$ cat src/rtl/msx_bus_pkg.sv
// Shared types for the MSX cartridge bus cycle engine: FSM states, access
// qualification codes and the idle data-bus value.
package msx_bus_pkg;

  typedef enum logic [2:0] {
    ST_IDLE  = 3'd0,
    ST_REQ   = 3'd1,
    ST_RESP  = 3'd2,
    ST_DRIVE = 3'd3,
    ST_DONE  = 3'd4
  } bus_state_e;

  typedef enum logic [1:0] {
    QUAL_NONE = 2'd0,
    QUAL_MEM  = 2'd1,
    QUAL_IO   = 2'd2
  } qual_e;

  localparam logic [7:0] DOUT_IDLE = 8'hFF;

  // IORQ together with M1 is an interrupt acknowledge, never an I/O access.
  function automatic qual_e qualify(input logic sltsl_n, input logic merq_n,
                                    input logic iorq_n, input logic m1_n,
                                    input logic rfsh_n);
    if (!sltsl_n && !merq_n && rfsh_n) return QUAL_MEM;
    if (!iorq_n && m1_n) return QUAL_IO;
    return QUAL_NONE;
  endfunction

endpackage

$ cat src/rtl/msx_strobe_edge.sv
// Registers the filtered RD_n/WR_n strobes and produces single-cycle edge
// pulses plus a level flag that is high while both strobes are released.
module msx_strobe_edge (
  input  logic clk_i,
  input  logic rst_ni,
  input  logic rd_n_i,
  input  logic wr_n_i,
  output logic rd_fall_o,
  output logic wr_fall_o,
  output logic rd_rise_o,
  output logic wr_rise_o,
  output logic released_o
);

  logic rd_q;
  logic wr_q;

  always_ff @(posedge clk_i or negedge rst_ni) begin
    if (!rst_ni) begin
      rd_q <= 1'b1;
      wr_q <= 1'b1;
    end else begin
      rd_q <= rd_n_i;
      wr_q <= wr_n_i;
    end
  end

  assign rd_fall_o  = rd_q & ~rd_n_i;
  assign wr_fall_o  = wr_q & ~wr_n_i;
  assign rd_rise_o  = ~rd_q & rd_n_i;
  assign wr_rise_o  = ~wr_q & wr_n_i;
  assign released_o = rd_n_i & wr_n_i;

endmodule

$ cat src/rtl/msx_bus_cycle_engine.sv
// Converts filtered MSX bus strobes into one qualified request per Z80 bus
// cycle and returns read data, BUSDIR_n and WAIT_n to the cartridge bus.
module msx_bus_cycle_engine
  import msx_bus_pkg::*;
#(
  parameter bit          WAIT_EN    = 1'b1,
  parameter int unsigned WAIT_DELAY = 4,
  parameter int unsigned WAIT_MAX   = 255,
  parameter int unsigned CNT_W      = 8
) (
  input  logic        CLK,
  input  logic        RESET_n,
  input  logic [15:0] BUS_ADDR,
  input  logic [7:0]  BUS_DIN,
  input  logic        BUS_SLTSL_n,
  input  logic        BUS_MERQ_n,
  input  logic        BUS_IORQ_n,
  input  logic        BUS_M1_n,
  input  logic        BUS_RFSH_n,
  input  logic        BUS_RD_n,
  input  logic        BUS_WR_n,
  output logic        REQ_VALID,
  input  logic        REQ_ACK,
  output logic        REQ_WR,
  output logic        REQ_IO,
  output logic [15:0] REQ_ADDR,
  output logic [7:0]  REQ_WDATA,
  input  logic        RSP_VALID,
  input  logic        RSP_HIT,
  input  logic [7:0]  RSP_DATA,
  output logic [7:0]  BUS_DOUT,
  output logic        BUS_BUSDIR_n,
  output logic        BUS_WAIT_n,
  output logic        BUSY
);

  localparam logic [CNT_W-1:0] DELAY_C = CNT_W'(WAIT_DELAY);
  localparam logic [CNT_W-1:0] MAX_C   = CNT_W'(WAIT_MAX);

  logic rd_fall, wr_fall, rd_rise, wr_rise, released;

  msx_strobe_edge u_edge (
    .clk_i      (CLK),
    .rst_ni     (RESET_n),
    .rd_n_i     (BUS_RD_n),
    .wr_n_i     (BUS_WR_n),
    .rd_fall_o  (rd_fall),
    .wr_fall_o  (wr_fall),
    .rd_rise_o  (rd_rise),
    .wr_rise_o  (wr_rise),
    .released_o (released)
  );

  bus_state_e        state_q, state_d;
  logic              armed_q, armed_d;
  logic              req_valid_q, req_valid_d;
  logic              req_wr_q, req_wr_d;
  logic              req_io_q, req_io_d;
  logic [15:0]       addr_q, addr_d;
  logic [7:0]        wdata_q, wdata_d;
  logic [CNT_W-1:0]  cnt_q, cnt_d;
  logic [7:0]        dout_q, dout_d;
  logic              busdir_q, busdir_d;

  qual_e qual;
  logic  strobe_rise;
  logic  timeout;
  logic  waiting;

  assign qual        = qualify(BUS_SLTSL_n, BUS_MERQ_n, BUS_IORQ_n, BUS_M1_n, BUS_RFSH_n);
  assign strobe_rise = req_wr_q ? wr_rise : rd_rise;
  assign timeout     = !req_wr_q && (cnt_q == MAX_C);
  assign waiting     = (state_q == ST_REQ) || (state_q == ST_RESP);

  always_comb begin
    state_d     = state_q;
    armed_d     = armed_q | released;
    req_valid_d = req_valid_q;
    req_wr_d    = req_wr_q;
    req_io_d    = req_io_q;
    addr_d      = addr_q;
    wdata_d     = wdata_q;
    cnt_d       = cnt_q;
    dout_d      = dout_q;
    busdir_d    = busdir_q;

    if (waiting && (cnt_q != MAX_C)) cnt_d = cnt_q + CNT_W'(1);

    case (state_q)
      ST_IDLE: begin
        // Until both strobes have been seen released after reset, edges are
        // treated as belonging to a bus cycle already in flight.
        if (armed_q && (rd_fall || wr_fall)) begin
          if (qual != QUAL_NONE) begin
            state_d     = ST_REQ;
            req_valid_d = 1'b1;
            req_wr_d    = wr_fall;
            req_io_d    = (qual == QUAL_IO);
            addr_d      = BUS_ADDR;
            if (wr_fall) wdata_d = BUS_DIN;
            cnt_d       = '0;
          end else begin
            state_d = ST_DONE;
          end
        end
      end
      ST_REQ: begin
        if (strobe_rise) begin
          req_valid_d = 1'b0;
          state_d     = ST_DONE;
        end else if (REQ_ACK) begin
          req_valid_d = 1'b0;
          if (req_wr_q) begin
            state_d = ST_DONE;
          end else if (RSP_VALID) begin
            state_d  = RSP_HIT ? ST_DRIVE : ST_DONE;
            dout_d   = RSP_HIT ? RSP_DATA : dout_q;
            busdir_d = !RSP_HIT;
          end else if (timeout) begin
            state_d  = ST_DRIVE;
            dout_d   = DOUT_IDLE;
            busdir_d = 1'b0;
          end else begin
            state_d = ST_RESP;
          end
        end else if (timeout) begin
          req_valid_d = 1'b0;
          state_d     = ST_DRIVE;
          dout_d      = DOUT_IDLE;
          busdir_d    = 1'b0;
        end
      end
      ST_RESP: begin
        if (rd_rise) begin
          state_d = ST_DONE;
        end else if (RSP_VALID) begin
          state_d  = RSP_HIT ? ST_DRIVE : ST_DONE;
          dout_d   = RSP_HIT ? RSP_DATA : dout_q;
          busdir_d = !RSP_HIT;
        end else if (timeout) begin
          state_d  = ST_DRIVE;
          dout_d   = DOUT_IDLE;
          busdir_d = 1'b0;
        end
      end
      ST_DRIVE: begin
        if (rd_rise) begin
          state_d  = ST_IDLE;
          busdir_d = 1'b1;
          dout_d   = DOUT_IDLE;
        end
      end
      ST_DONE: begin
        if (released) state_d = ST_IDLE;
      end
      default: state_d = ST_IDLE;
    endcase
  end

  always_ff @(posedge CLK or negedge RESET_n) begin
    if (!RESET_n) begin
      state_q     <= ST_IDLE;
      armed_q     <= 1'b0;
      req_valid_q <= 1'b0;
      req_wr_q    <= 1'b0;
      req_io_q    <= 1'b0;
      addr_q      <= '0;
      wdata_q     <= '0;
      cnt_q       <= '0;
      dout_q      <= DOUT_IDLE;
      busdir_q    <= 1'b1;
    end else begin
      state_q     <= state_d;
      armed_q     <= armed_d;
      req_valid_q <= req_valid_d;
      req_wr_q    <= req_wr_d;
      req_io_q    <= req_io_d;
      addr_q      <= addr_d;
      wdata_q     <= wdata_d;
      cnt_q       <= cnt_d;
      dout_q      <= dout_d;
      busdir_q    <= busdir_d;
    end
  end

  // WAIT_n drops out at the saturation count so the Z80 is released on the
  // same count that forces the 8'hFF response.
  assign BUS_WAIT_n   = !(WAIT_EN && waiting && !req_wr_q &&
                          (cnt_q >= DELAY_C) && (cnt_q < MAX_C));
  assign REQ_VALID    = req_valid_q;
  assign REQ_WR       = req_wr_q;
  assign REQ_IO       = req_io_q;
  assign REQ_ADDR     = addr_q;
  assign REQ_WDATA    = wdata_q;
  assign BUS_DOUT     = dout_q;
  assign BUS_BUSDIR_n = busdir_q;
  assign BUSY         = (state_q != ST_IDLE);

endmodule
$ cat config.mk
export PLATFORM = sky130hd
export DESIGN_NAME = msx_bus_cycle_engine
export DESIGN_NICKNAME = d
export VERILOG_FILES = /design/src/rtl/msx_bus_pkg.sv /design/src/rtl/msx_strobe_edge.sv /design/src/rtl/msx_bus_cycle_engine.sv
export SDC_FILE = /design/constraint.sdc
export NUM_CORES = 1
export LEC_CHECK = 0
export CAP_MARGIN = 20
export CORE_MARGIN = 5
export CORE_UTILIZATION = 46
export DETAILED_ROUTE_END_ITERATION = 10
export PLACE_DENSITY = 0.91
export SETUP_SLACK_MARGIN = 0.15
export SLEW_MARGIN = 20
export SYNTH_ARGS = -nofsm -noshare
export SYNTH_HDL_FRONTEND = slang
export SYNTH_SLANG_ARGS = --single-unit
$ cat constraint.sdc
create_clock -name CLK -period 2.7 [get_ports CLK]
set_input_delay 0.405 -clock CLK [delete_from_list [all_inputs] [get_ports CLK]]
set_output_delay 0.405 -clock CLK [all_outputs]
set_load 0.02 [all_outputs]
# Yosys cells after proc, flatten, opt, wreduce, memory -nomap -nowiden
# Cells that the tools add are included.
[classes]
muxes = 49
addsub = 1
n_reduce_logical = 27
n_lt_le_gt_ge = 2
eq_ne = 15
bitwise_logic = 10
[ops]
columns = ["cell", "n"]
rows = [
  ["$mux W8", 12],
  ["$mux W3", 12],
  ["$pmux W8 S3", 1],
  ["$mux W1", 17],
  ["$pmux W3 S5", 1],
  ["$ne A2 B2 Y1 const B", 6],
  ["$logic_and A1 B1 Y1", 9],
  ["$add A8 B1 Y8 const B", 1],
  ["$eq A8 B8 Y1 const B", 1],
  ["$ge A8 B3 Y1 const B", 1],
  ["$lt A8 B8 Y1 const B", 1],
  ["$mux W2", 4],
  ["$ne A8 B8 Y1 const B", 1],
  ["$reduce_and A4 Y1", 2],
  ["$eq A3 B2 Y1 const B", 2],
  ["$logic_not A1 Y1", 6],
  ["$reduce_and A3 Y1", 2],
  ["$reduce_bool A3 Y1", 2],
  ["$and A1 B1 Y1", 5],
  ["$reduce_and A5 Y1", 1],
  ["$ne A4 B4 Y1 const B", 1],
  ["$not A1 Y1", 4],
  ["$reduce_bool A2 Y1", 2],
  ["$eq A3 B1 Y1 const B", 1],
  ["8 further kinds", 9],
]
[totals]
output_inout_bits = 38
register_bits = 50
elab_cells = 116

# Depth between registers and ports, before layout
# Gate-level depths: netlist (run 1).
[logic_depth]
word_depth = 11
mapped_depth = 7
depth_no_buf = 6

# Cells and area by module
# From an unflattened synthesis (run 1), not the netlist that was laid out.
[hier_totals]
hier_cells = 272
area_unflattened_um2 = 2613.8
[by_module_without_submodules]
columns = ["module", "area_per_inst_um2", "seq_area_each_um2", "cells_per_inst", "n_inst"]
rows = [
  ["msx_bus_cycle_engine", 2529.9, 1212.4, 265, 1],
  ["msx_strobe_edge", 83.8, 52.6, 7, 1],
]

# Worst setup path after synthesis (run 1)
# No wires, ideal clock.
[synth_path]
path_kind = "register to output"
startpoint = "reg cnt_q[0]"
endpoint = "out BUS_WAIT_n"
stages_incl_launch_ff = 5
path_buffers = 0
slack_ps = 462
t_required_ps = 2295
arrival_time_ps = 1833
path_cell_list = "dfrtp_1 -> ha_1 -> and4_1 -> a311oi_2 -> o311ai_0"
[synth_between]
elab_chain_len = 4
[synth_rtl]
columns = ["item", "line", "source"]
rows = [
  ["start, declared", "msx_bus_cycle_engine.sv:61", "logic [CNT_W-1:0] cnt_q, cnt_d;"],
  ["start signal, assigned", "msx_bus_cycle_engine.sv:180", "cnt_q <= cnt_d;"],
  ["$ge A8 B3 Y1", "msx_bus_cycle_engine.sv:189", "(cnt_q >= DELAY_C) && (cnt_q < MAX_C));"],
  ["$logic_and A1 B1 Y1", "msx_bus_cycle_engine.sv:188", "assign BUS_WAIT_n = !(WAIT_EN && waiting && !req_wr_q &&"],
  ["$logic_and A1 B1 Y1 (*)", "msx_bus_cycle_engine.sv:189", ""],
  ["$logic_not A1 Y1 (*)", "msx_bus_cycle_engine.sv:188", ""],
  ["end, declared", "msx_bus_cycle_engine.sv:33", "output logic BUS_WAIT_n,"],
]
# Mark *: on every way between the ends. The rest lies on a longest branch, timed or not.

# Worst setup path in the final report (run 1)
# Ends and elaborated chain as after synthesis.

==> impl_results.md, run 1 <==
* Fraction of layout instances using a drive strength above 1 at 0.209
* Routed wire length at 6340 um
* Overall routing resource usage at 0.183
* Final Hold Fails at 0
* Yosys reg bits at 50
* Vias in the first global route at about 2200
* Setup tns final at 0 ps
* Crit Path Class: reg -> out
* Distinct cells, synth at 48
* Nature of the critical path endpoint: output pin
* CTS Sinks at 50
* Mapped cell area at approximately 2500 um^2
* Initial antenna violation count at 0
* Hold_ws at between 150 and 200 ps
* DR WL/cell at roughly 16 um
* DIE AREA at 7020 um^2
* IO Port Bufs at slightly above 80
* Filler cell count at roughly 400
* Worst Path Arrival at 2010 ps
* Die X at around 84 um
* Setup WS pre-CTS at 244 ps
* Pleak at ~1.4 nW
* Critical Path RT at 2300 ps
* Cells after Synth at 228
* DRT antenna net count at 0
* Setup slack after layout at approximately 290 ps
* PwrDens at approximately 900 nW/um^2
* Setup Fix Bufs, Post-CTS at 0
* Startpoint types: flop
* Rows at 26
* Worst-path clk slew at around 90 ps
* Tmin final at 2410 ps
* Async set or reset register ratio after synthesis at 1.00
* Pins Over Slew Limit at 0
* Via count at 2100
* GRT overflow at 0
* DR iter-0 viols at 145
* Vias/cell at 5.44
* CTS Buffer Depth at 2
* Die height at 83.8 um
* HPWL Detailed at 4780 um
* Mapped Nets at around 270
* Total Nets Final at ~360
* Core footprint at ~5200 um^2
* Least-Margin Pin Slew at 914 ps
* Clock latency on the worst-skew pair at 300 ps
* CTS Buf Count at 5
* Leading cell type in the layout, fill and taps excluded: clkdlybuf4s50_1
* Endpoints failing setup at 0
* Max-cap violation count at 0
* Total number of yosys warnings at 0
* Global-route wire length before repair at 10500 um
* P&R area growth vs syn at 39.8%
* EDFF count, synth at 0
* # H-tree levels at 2
* TritonRoute pass-1 iters at 4
* Clock root buffer: clkbuf_8
* RSZ-0062 raised after global routing: no
* Slew margin rel. at 0.388
* Maximum vdd ir drop at roughly 0.63 mV
* Pin count of the biggest net entering global routing at 33
* CTS tree: done
* Drt drc at 0
* Mapped Avg Cell Area at 11.0 um^2
* Fin crit share at 0.894
* Most used DFF post-synth: dfrtp_1
* Most frequent cells in the layout: clkdlybuf4s50_1, dfrtp_1, mux2_2, a21oi_1, nor2_1
* GP Congestion at ~0.82
* Min-Delay Path Class: in -> async
* Num ports at between 80 and 90
* Initial core utilization at 0.481
* Status: complete, no violations
* Largest fanout on the critical path at 4
* Ant. Diodes at 0
* Clock skew at approximately 6.1 ps
* Seq/Total Area, Yosys at 0.505
* Fmax at 414 MHz
==> final cells by class <==
cell class	count	area, um^2	share of cell area
multi-input cells	165	1180	0.338
repair buffers	88	858	0.245
inverters	5	18.8	0.00536
flip-flops and latches	50	1260	0.361
clock buffers	5	68.8	0.0197
well taps	70	87.6	0.0250
clock inverters	3	18.8	0.00536
==> cell usage after synthesis, types with 2 or more instances <==
library cell / count / area share
dfrtp_1: 39 / 0.39
mux2_2: 24 / 0.11
a21oi_1: 20 / 0.040
nor2_1: 18 / 0.027
o21ai_0: 14 / 0.028
nand2_1: 12 / 0.018
dfstp_2: 11 / 0.12
or2_2: 9 / 0.022
mux2i_1: 8 / 0.032
nor2b_1: 6 / 0.015
xor2_1: 6 / 0.021
inv_1: 5 / 0.0075
nand2b_1: 5 / 0.012
clkbuf_1: 4 / 0.0060
nand3_1: 3 / 0.0060
nand4_1: 3 / 0.0075
o311ai_0: 3 / 0.010
buf_2: 2 / 0.0040
ha_1: 2 / 0.010
nand3b_1: 2 / 0.0060
nand4b_1: 2 / 0.0070
o211ai_1: 2 / 0.0060
o22a_1: 2 / 0.0070
xnor2_1: 2 / 0.0070
==> power by group <==
part           internal, W  switching [W]
Combinational     0.000759       0.000702
Clock             0.000183       0.000255
Sequential         0.00105       0.000211
==> logic make-up (layout without fill, tap and decap cells) <==
kind of cell | count (synthesis) | count (layout) | share of synthesized area
fa+ha+maj | 2 | 2 | 0.00999
xor+xnor | 8 | 8 | 0.0280
compound gates | 52 | 52 | 0.132
mux | 32 | 32 | 0.140
flops | 50 | 50 | 0.505
buf+inv | 13 | 101 | 0.0225
simple gates | 71 | 71 | 0.162
==> flip-flops by register name, summed over array words and instances (netlist names) <==
| name | count |
|---|---|
| BUS_BUSDIR_n | 1 |
| BUS_DOUT | 8 |
| REQ_ADDR | 16 |
| REQ_IO | 1 |
| REQ_VALID | 1 |
| REQ_WDATA | 8 |
| REQ_WR | 1 |
| armed_q | 1 |
| cnt_q | 8 |
| state_q | 3 |
| u_edge.rd_q | 1 |
| u_edge.wr_q | 1 |
==> routing by layer <==
layer / global-route usage / routed length [um] / vias to the layer above
li1: - / - / 993
met1: 0.207 / 2450 / 1008
met2: 0.315 / 3140 / 89
met3: 0.0731 / 632 / 10
met4: 0.0556 / 119 / 0
met5: 0 / 0 / -
==> worst max-delay path, stage by stage (launching register included) <==
cell	delay, ps
dfrtp_1	430
ha_1	250
and4_1	240
a311oi_2	270
o311ai_0	200
clkdlybuf4s15_1	320
==> timing repair <==
action                     CTS  global route
hold buffers                 0             0
hold endpoints to repair     0             0
setup endpoints to repair    1             1
gates resized for setup      1             1
==> stage by stage <==
stage,cell area [um^2],cells,utilization,total power (W)
final,3500,386,0.672,0.00316
after detailed placement,3410,378,0.656,0.00273
after global placement,3410,378,0.656,0.00267
after CTS,3500,386,0.672,0.00319
after floorplan,2500,228,-,0.00200
after global routing,3500,386,0.672,0.00334
==> path summary, 6_finish.rpt <==
kind / from / end / slack [ps] / cells past startpoint
min reg2reg: armed_q / armed_q / 480 / 1
max: cnt_q[0] / BUS_WAIT_n / 290 / 5
max in group asynchronous: RESET_n / BUS_DOUT[3] / 1850 / 2
min in group CLK: armed_q / armed_q / 480 / 1
max reg2reg: state_q[1] / REQ_WDATA[0] / 520 / 4
min: RESET_n / REQ_WR / 150 / 1
Note: power is estimated with default switching activity, not from simulation.
==> inputs of run 2 (changes only) <==
Settings changed: REMOVE_ABC_BUFFERS set to 1.
==> impl_results.md, run 2 (synthesized netlist as in run 1, its figures left out) <==
* Status: complete, no violations
* Largest fanout on the critical path at 4 (unchanged)
* Critical-path top delay cell: dfrtp_1
* Worst-path clk slew at 90 ps (about the same)
* Cells after DPL at 378 (unchanged)
* Worst Path Arrival at 2050 ps (+40 ps)
* Slew margin rel. at 0.606 (+0.218)
* Number of flip-flops under the largest register name at 16 (unchanged)
* Nature of the critical path endpoint: output pin
* Least-Margin Pin Slew at 592 ps (-322 ps)
* DR iter-0 viols at 124 (-14%)
* Max-cap violation count at 0 (unchanged)
* Initial antenna violation count at 0 (unchanged)
* Die height at 83.8 um (unchanged)
* CTS Hold Buffers Added at 0 (unchanged)
* Switching power at 0.00115 W (-1.4%)
* Crit Path Class: reg -> out
* Sequential power share at 0.381 (-0.017)
* Routed wire length at 6100 um (-3.8%)
* Non-filler instance count after layout at 386 (unchanged)
* Most frequent cells in the layout: clkdlybuf4s50_1, dfrtp_1, mux2_2, a21oi_1, nor2_1
* Initial core utilization at 0.481 (unchanged)
* CTS tree: done
* GRT overflow at 0 (unchanged)
* Cell family contributing the most delay on the critical path: compound AO/OA/AOI/OAI gates
* Sw Ratio at 0.355 (-0.0151)
* Final Hold Fails at 0 (unchanged)
* IO Port Bufs at 81 (unchanged)
* CTS Buf Count at 5 (unchanged)
* Via count at 2099 (-0.048%)
* Clock share of power at 0.165 (+0.026)
* Pleak at 1.44 nW (+0.89%)
* P&R area growth vs syn at 41.4%
* DRT antenna net count at 0 (unchanged)
* HPWL Detailed at 4600 um (-3.9%)
* Core footprint at 5200 um^2 (unchanged)
* Startpoint types: flop
* # H-tree levels at 2 (unchanged)
* Fin crit share at 0.911 (+0.0169)
* Total Nets Final at 361 (unchanged)
* Setup Fix Bufs, Post-CTS at 0 (unchanged)
* Rows at 26 (unchanged)
* Clock root buffer: clkbuf_8
* Maximum vdd ir drop at 0.607 mV (-4.1%)
* Global-route wire length before repair at 10300 um (-1.9%)
* Min-Delay Path Class: in -> async
* Endpoints failing setup at 0 (unchanged)
* DR WL/cell at 15.8 um (-3.8%)
* PwrDens at 917 nW/um^2 (+1.6%)
* Clock skew at 3.52 ps (-2.54 ps)
* Int Power at 0.00209 W (+5.3%)
* Tmin final at 2460 ps (+45.7 ps)
* Leading cell type in the layout, fill and taps excluded: clkdlybuf4s50_1
* DIE AREA at 7020 um^2 (unchanged)
* RSZ-0062 raised after global routing: no
* Total power at 0.00325 W (+2.8%)
* Worst stage delay on the critical path at 420 ps (about the same)
* Overall routing resource usage at 0.177 (-0.00577)
* GP Congestion at 0.917 (+12%)
* Vias/cell at 5.44 (about the same)
* Vias in the first global route at 2137 (-3.6%)
* TritonRoute pass-1 iters at 4 (unchanged)
* Worst Path Buf+Inv at 1 (unchanged)
* CTS Sinks at 50 (unchanged)
* Clock latency on the worst-skew pair at 300 ps (about the same)
* CTS Buffer Depth at 2 (unchanged)
* Comb power frac at 0.454 (-0.009)
* Pins Over Slew Limit at 0 (unchanged)
* Critical Path RT at 2300 ps (about the same)
* Crit-path cells: ha_1, and4_1, a311oi_2, o311ai_0, clkdlybuf4s15_1
* Fraction of layout instances using a drive strength above 1 at 0.209 (unchanged)
* Num ports at 82 (unchanged)
* Pin count of the biggest net entering global routing at 48 (+45%)
* Setup tns final at 0 ps (unchanged)
* Fmax at 407 MHz (-1.9%)
* Drt drc at 0 (unchanged)
* Die X at 83.8 um (unchanged)
* Ant. Diodes at 0 (unchanged)
-- run 2: cell types whose count changed in the layout (fill, tap and decap cells not counted), sizes merged --
cell	before	now
bufinv	0	1
clkinv	2	1
-- run 2: layout make-up --
class / count / area, um^2
clock buffers: 5 / 68.8
clock inverters: 3 / 43.8
fillers: 409 / 1670
inverters: 5 / 18.8
multi-input cells: 165 / 1180
flip-flops and latches: 50 / 1260
well taps: 70 / 87.6
repair buffers: 88 / 873
-- run 2: stage by stage --
stage               worst slack, ps  hold WS, ps  utilization  instance area [um^2]
finish                          240         96.1        0.680                  3540
global route                    177          153        0.680                  3540
CTS                             207          313        0.679                  3540
detailed placement              281          465        0.658                  3420
global placement                348          449        0.658                  3420
floorplan                       462          109            -                  2470
-- run 2: power by group through the flow --
stage | logic (W) | registers, W | clock network [W]
floorplan | 0.000453 | 0.00153 | 0
global placement | 0.00145 | 0.00123 | 0
detailed placement | 0.00148 | 0.00125 | 0
CTS | 0.00149 | 0.00124 | 0.000551
global route | 0.00158 | 0.00128 | 0.000574
finish | 0.00147 | 0.00124 | 0.000536
-- run 2: path summary, 6_finish.rpt --
check / slack [ps] / to / start / depth (start not counted)
min reg2reg: 500 / REQ_VALID / REQ_VALID / 1
max in group asynchronous: 2020 / BUS_DOUT[1] / RESET_n / 2
min: 100 / state_q[0] / RESET_n / 1
max reg2reg: 460 / REQ_WDATA[4] / state_q[0] / 4
max: 240 / BUS_WAIT_n / cnt_q[0] / 5
min in group CLK: 500 / REQ_VALID / REQ_VALID / 1
-- run 2: repair_timing --
item / 4_1_cts / 5_1_grt
pin swaps: 0 / 0
resized for setup: 1 / 1
setup endpoints to repair: 1 / 1
-- run 2: worst reg2reg max path, cell delays in order (launching register included) --
cell	delay, ps
dfrtp_1	540
or3_4	460
or2_4	290
nor3b_4	440
mux2_2	400
-- run 2: routing by layer --
| layer | track usage | wire, um |
|---|---|---|
| met4 | 0.0351 | 40 |
| met5 | 0 | 0 |
| met3 | 0.0661 | 583 |
| met2 | 0.296 | 2980 |
| met1 | 0.219 | 2490 |
